--- config.mk ---
export PLATFORM = sky130hd
export DESIGN_NAME = reg_strobe_ctrl
export DESIGN_NICKNAME = d
export VERILOG_FILES = /design/src/rtl/reg_strobe_ctrl.sv
export SDC_FILE = /design/constraint.sdc
export NUM_CORES = 1
export LEC_CHECK = 0
export CAP_MARGIN = 15
export CELL_PAD_IN_SITES_DETAIL_PLACEMENT = 1
export CELL_PAD_IN_SITES_GLOBAL_PLACEMENT = 1
export CORE_AREA = 5 5 62 64
export DETAILED_ROUTE_END_ITERATION = 12
export DIE_AREA = 0 0 67 69
export PLACE_DENSITY = 0.85
export SETUP_SLACK_MARGIN = 0.2
export SYNTH_ARGS = -nofsm -noshare
export SYNTH_HDL_FRONTEND = slang
export SYNTH_SLANG_ARGS = --single-unit
--- constraint.sdc ---
create_clock -name clk -period 4.1 [get_ports clk]
set_input_delay 0.41 -clock clk [delete_from_list [all_inputs] [get_ports clk]]
set_output_delay 0.41 -clock clk [all_outputs]
set_load 0.01 [all_outputs]
--- src/rtl/reg_strobe_ctrl.sv ---
// reg_strobe_ctrl -- register-file strobe sequencer for the CPU datapath.
//
// Accepts register-access micro-ops (READ, WRITE, MOVE, NOP) and drives a
// registered one-hot strobe vector R.
//
// Strobe layout (MSB-first interleaved pairs):
//   read strobe of register i  = bit 2*NREG-1-2*i
//   write strobe of register i = bit 2*NREG-2-2*i
//
// Each strobe is held for HOLD cycles. A MOVE is sequenced as a read of the
// source followed directly by a write of the destination.
//
// Optional build macro:
//   REG_STROBE_CHECK_EN  adds the err output. err pulses for one cycle when a
//                        phase targets an index >= NREG, and when a NOP is
//                        accepted with a nonzero req_src.
//
// Handshake: a request is accepted at a rising clk edge where
// req_valid & req_ready. The request fields are captured at that edge, so
// the requester may change them afterwards. req_ready does not depend on
// req_valid. It is high in IDLE and in the final cycle of a request, which
// lets back-to-back requests run with no idle gap.
//
// Ports:
//   clk, rst            rising-edge clock, asynchronous active-high reset
//   req_valid/req_ready request handshake
//   req_op              00 READ, 01 WRITE, 10 MOVE, 11 NOP
//   req_src, req_dst    register indices (req_dst is used only by MOVE)
//   R                   registered one-hot strobe vector (all zero when idle)
//   busy                a request is in progress (PH1/PH2)
//   done                one-cycle pulse in the final cycle of a request
//   err                 (REG_STROBE_CHECK_EN only) index/encoding misuse
//   state_dbg           current FSM state, for observation
module reg_strobe_ctrl #(
  parameter int NREG = 8,
  parameter int HOLD = 1,
  localparam int AW = $clog2(NREG)
) (
  input  logic            clk,
  input  logic            rst,
  input  logic            req_valid,
  output logic            req_ready,
  input  logic [1:0]      req_op,
  input  logic [AW-1:0]   req_src,
  input  logic [AW-1:0]   req_dst,
  output logic [2*NREG-1:0] R,
  output logic            busy,
  output logic            done,
`ifdef REG_STROBE_CHECK_EN
  output logic            err,
`endif
  output logic [1:0]      state_dbg
);

  localparam int CW = (HOLD > 1) ? $clog2(HOLD) : 1;
  localparam logic [CW-1:0] HOLD_LAST = CW'(HOLD - 1);

  typedef enum logic [1:0] {S_IDLE = 2'd0, S_PH1 = 2'd1, S_PH2 = 2'd2} state_e;
  typedef enum logic [1:0] {OP_READ = 2'd0, OP_WRITE = 2'd1, OP_MOVE = 2'd2, OP_NOP = 2'd3} op_e;

  state_e        state, state_n;
  logic [CW-1:0] cnt, cnt_n;
  op_e           op_q, op_n;
  logic [AW-1:0] dst_q, dst_n;
  logic [2*NREG-1:0] r_q, r_n;
  logic          err_q, err_n;

  logic accept, phase_end, last, load;

  // One-hot strobe for a register index. An index with no matching
  // register (>= NREG) yields all zeros.
  function automatic logic [2*NREG-1:0] strobe(input logic [AW-1:0] idx,
                                               input logic wr);
    logic [2*NREG-1:0] s;
    s = '0;
    for (int i = 0; i < NREG; i++) begin
      if (idx == AW'(i)) begin
        if (wr) s[2*NREG-2-2*i] = 1'b1;
        else    s[2*NREG-1-2*i] = 1'b1;
      end
    end
    return s;
  endfunction

  function automatic logic out_of_range(input logic [AW-1:0] idx);
    return ({{(32-AW){1'b0}}, idx} >= 32'(NREG));
  endfunction

  always_comb begin
    state_n = state;
    cnt_n   = cnt;
    op_n    = op_q;
    dst_n   = dst_q;
    r_n     = r_q;
    err_n   = 1'b0;
    load    = 1'b0;

    // A NOP phase lasts one cycle. All other phases last HOLD cycles.
    phase_end = ((state == S_PH1) && ((op_q == OP_NOP) || (cnt == HOLD_LAST))) ||
                ((state == S_PH2) && (cnt == HOLD_LAST));
    // The first phase of a MOVE is not the final cycle of the request.
    last      = phase_end && !((state == S_PH1) && (op_q == OP_MOVE));
    req_ready = (state == S_IDLE) || last;
    accept    = req_valid && req_ready;

    case (state)
      S_IDLE: begin
        if (accept) load = 1'b1;
      end
      default: begin
        if (!phase_end) begin
          cnt_n = cnt + CW'(1);
        end else if (!last) begin
          // MOVE: the write phase starts directly after the read phase.
          state_n = S_PH2;
          cnt_n   = '0;
          r_n     = strobe(dst_q, 1'b1);
          err_n   = out_of_range(dst_q);
        end else if (accept) begin
          load = 1'b1;
        end else begin
          state_n = S_IDLE;
          cnt_n   = '0;
          r_n     = '0;
        end
      end
    endcase

    if (load) begin
      state_n = S_PH1;
      cnt_n   = '0;
      op_n    = op_e'(req_op);
      dst_n   = req_dst;
      case (op_e'(req_op))
        OP_READ, OP_MOVE: begin
          r_n   = strobe(req_src, 1'b0);
          err_n = out_of_range(req_src);
        end
        OP_WRITE: begin
          r_n   = strobe(req_src, 1'b1);
          err_n = out_of_range(req_src);
        end
        default: begin
          r_n   = '0;
          err_n = (req_src != '0);
        end
      endcase
    end
  end

  always_ff @(posedge clk or posedge rst) begin
    if (rst) begin
      state <= S_IDLE;
      cnt   <= '0;
      op_q  <= OP_NOP;
      dst_q <= '0;
      r_q   <= '0;
      err_q <= 1'b0;
    end else begin
      state <= state_n;
      cnt   <= cnt_n;
      op_q  <= op_n;
      dst_q <= dst_n;
      r_q   <= r_n;
      err_q <= err_n;
    end
  end

  assign R         = r_q;
  assign busy      = (state != S_IDLE);
  assign done      = last;
  assign state_dbg = state;

`ifdef REG_STROBE_CHECK_EN
  assign err = err_q;
`else
  // Without the checker, err_q is computed but unused.
  logic unused_err;
  assign unused_err = err_q;
`endif

endmodule
==> impl_metrics.py <==
metrics = {
    "logic_synthesis": {
        "yosys.area_share.simple_pct": 20.79,
        "syn_area_um2": 1174,
        "synth_cell_types": 33,
        "synth_fp_nets": 122,
        "synth_cells": 111,
        "synth-xor-area-share_pct": 0,
        "yosysWarnings": 0,
        "yosys_register_bits": 24,
        "synthAdderAreaFrac_pct": 0,
        "synth_top_family_by_area": "simple AND/OR/NAND/NOR gates",
        "avgSynthCellArea_um2": 10.57,
        "synth.area.mux_share_pct": 4.797,
        "synth-compound-area-share_pct": 19.08,
        "ys_seq_area_share_pct": 51.39,
    },
    "timing": {
        "fin_crit_sh_pct": 59.94,
        "holdWs_ns": 0.5080,
        "setup_tns_ns": 0,
        "slew_viol_final": 0,
        "min_period_ns": 2.457,
        "setup_violations": 0,
        "hold_viol": 0,
        "slew-limit-headroom_pct": 39.40,
        "max_freq_mhz": 406.9,
        "rsz0062_at_grt": "no",
        "worst_pin_slew_ns": 0.9080,
        "finalClockSkew_ns": 0.01276,
    },
    "power_and_ir_drop": {
        "combPwrFrac_pct": 48.4,
        "cellInternalPower_uw": 595.1,
        "peakVddDrop_uv": 203.4,
        "p_seq_share_pct": 40.4,
        "p_switching_uw": 390.4,
        "clock_power_share_pct": 11.2,
        "p_leak_nw": 0.6091,
        "swShare_pct": 39.62,
        "p_per_area_nw_per_um2": 644.6,
    },
    "global_route": {
        "use_met1_pct": 18.63,
        "antenna_found_initial": 0,
        "top_usage_layer": "met2",
        "grt_max_degree": 25,
        "grt_usage_pct": 14.57,
        "use_met3_pct": 2.922,
        "grt_pass1_vias": 1081,
        "grt.overflow.total": 0,
        "met2_usage_pct": 24.13,
        "grt_pass1_wl_mm": 5.237,
    },
    "cells_and_area": {
        "fillers": 379,
        "antennaDiodeCount": 0,
        "final_common_cell": "clkdlybuf4s50_1",
        "final_cell_mix": "clkdlybuf4s50_1, nand2_1, dfrtp_1, o221ai_1, o21ai_0",
        "area_delta_synth_final_pct": 30.28,
        "fin_nets": 152,
        "seqCellArea_um2": 603.1,
        "final_util_pct": 47.31,
        "multiInputGateArea_um2": 524.3,
        "drive_gt1_share_pct": 15.00,
    },
    "floorplan": {
        "ios": 32,
        "start_util_pct": 36.31,
        "num_rows": 21,
        "die_w_um": 67,
        "core_region_area_um2": 3232,
        "die_area_um2": 4623,
        "die_h_um": 69,
    },
    "detailed_routing": {
        "dr.pass1.iters": 4,
        "totalWireLength_mm": 3.132,
        "via_count": 981,
        "viasPerCell": 5.274,
        "first_iter_violations": 52,
        "wire_per_inst_um": 16.84,
        "detail-route-antenna-nets": 0,
        "post-route-drc-count": 0,
    },
    "clocking": {
        "cts_max_level": 1,
        "cts_tree": "done",
        "cts_hold_buf": 0,
        "clk_latency_ns": 0.32,
        "cts_root_buf": "clkbuf_4",
        "cts_resized": 0,
        "clk_pin_slew_worst_paths_ns": 0.14,
        "numCtsBuffers": 3,
        "postCtsSetupBuffers": 0,
        "clockBufferDepth": 2,
        "numClockSinks": 24,
    },
    "placement": {
        "place_hpwl_mm": 2.351,
        "gp_congestion": 0.8608,
        "io_buffers": 31,
    },
    "run_status": {
        "status": "finished clean",
    },
    "hold_path": {
        "worstHoldPathType": "register to register",
    },
    "worst_setup_path": {
        "path_class": "register to output port",
        "critical_path.startpoint_type": "register",
        "worst-endpoint-arrival_ns": 2.05,
        "end_kind": "output port",
        "cp_max_fo": 10,
        "required_ns": 3.69,
    },
    "run": {
        "drv_cap": 0,
    },
}
==> power groups by stage <==
stage	clock network, mW	registers, mW	logic [mW]
2_1_floorplan	0	0.379	0.308
3_3_place_gp	0	0.395	0.465
3_5_place_dp	0	0.401	0.482
4_1_cts	0.112	0.397	0.484
5_1_grt	0.126	0.409	0.518
6_report	0.110	0.398	0.477
==> cell families (layout without fill, tap and decap cells) <==
kind of cell	count (synthesis)	after routing
AO/OA/AOI/OAI	27	27
AND/OR/NAND/NOR	47	47
buffers and inverters	8	37
multiplexers	5	5
flip-flops	24	24
==> cells in the mapped netlist (all sizes together) <==
cell | n | area (um^2)
clkbuf | 3 | 11.26
or3 | 1 | 6.260
nand3 | 1 | 5.000
a211o | 1 | 8.760
o21ai | 6 | 30.03
nor2 | 3 | 11.26
or2 | 4 | 25.02
o221ai | 8 | 82.58
dfrtp | 22 | 550.5
or3b | 3 | 28.78
inv | 2 | 7.510
mux2 | 5 | 56.30
nor3b | 1 | 7.510
dfstp | 2 | 52.55
nor2b | 2 | 12.51
nand4 | 1 | 6.260
nand2b | 2 | 12.51
o21a | 1 | 7.510
a21oi | 4 | 20.02
a31oi | 1 | 21.27
o41ai | 4 | 35.03
nand4b | 2 | 17.52
a311o | 1 | 10.01
nand3b | 1 | 7.510
nor3 | 1 | 5.000
nand2 | 24 | 92.59
a22o | 1 | 8.760
buf | 3 | 27.52
and2 | 1 | 6.260
==> layout make-up <==
cell class                      instances  share of cell area [%]
Sequential cell                        24                   39.44
Multi-Input combinational cell         79                   34.29
Timing Repair Buffer                   31                   20.29
Tap cell                               46                   3.764
Clock buffer                            4                   1.718
Inverter                                2                  0.4910
==> per-stage QoR <==
| stage | cell area (um^2) | power [mW] | cells | worst slack (ns) |
|---|---|---|---|---|
| 2_1_floorplan | 1174 | 0.6873 | 111 | 2.338 |
| 3_3_place_gp | 1503 | 0.8607 | 182 | 1.664 |
| 3_5_place_dp | 1503 | 0.8838 | 182 | 1.599 |
| 4_1_cts | 1529 | 0.9933 | 186 | 1.641 |
| 5_1_grt | 1529 | 1.054 | 186 | 1.575 |
| 6_report | 1529 | 0.9855 | 186 | 1.643 |
==> per-layer routing <==
| metal | vias to the layer above | part of all wire (%) |
|---|---|---|
| met3 | 5 | 4.6 |
| met2 | 27 | 50 |
| met4 | 0 | 1.5 |
| met5 | - | 0 |
| met1 | 490 | 44 |
| li1 | 459 | - |
==> registers in the layout, summed over array words and instances (netlist names) <==
name / cells
R: 16
cnt: 1
dst_q: 3
op_q: 2
state_dbg: 2
==> worst paths after layout <==
| kind | from | to | slack [ns] | cells after the start |
|---|---|---|---|---|
| worst min register to register | R[1]$_DFFE_PP0P_ | R[1]$_DFFE_PP0P_ | 0.51 | 2 |
| worst max register to register | state_dbg[0]$_DFFE_PP0P_ | R[10]$_DFFE_PP0P_ | 1.93 | 4 |
| max in group asynchronous | rst | dst_q[1]$_DFFE_PP0P_ | 2.97 | 2 |
| worst max-delay path | cnt$_DFFE_PP0P_ | req_ready | 1.64 | 3 |
| worst min-delay path | R[1]$_DFFE_PP0P_ | R[1]$_DFFE_PP0P_ | 0.51 | 2 |
| min in group asynchronous | rst | R[10]$_DFFE_PP0P_ | 0.57 | 2 |
==> critical path, stage by stage (launching register included) <==
cell and delay [ns]:
dfrtp_1 0.50, or2_2 0.36, a31oi_4 0.27, clkdlybuf4s50_1 0.58
Note: power is estimated with default switching activity, not from simulation.
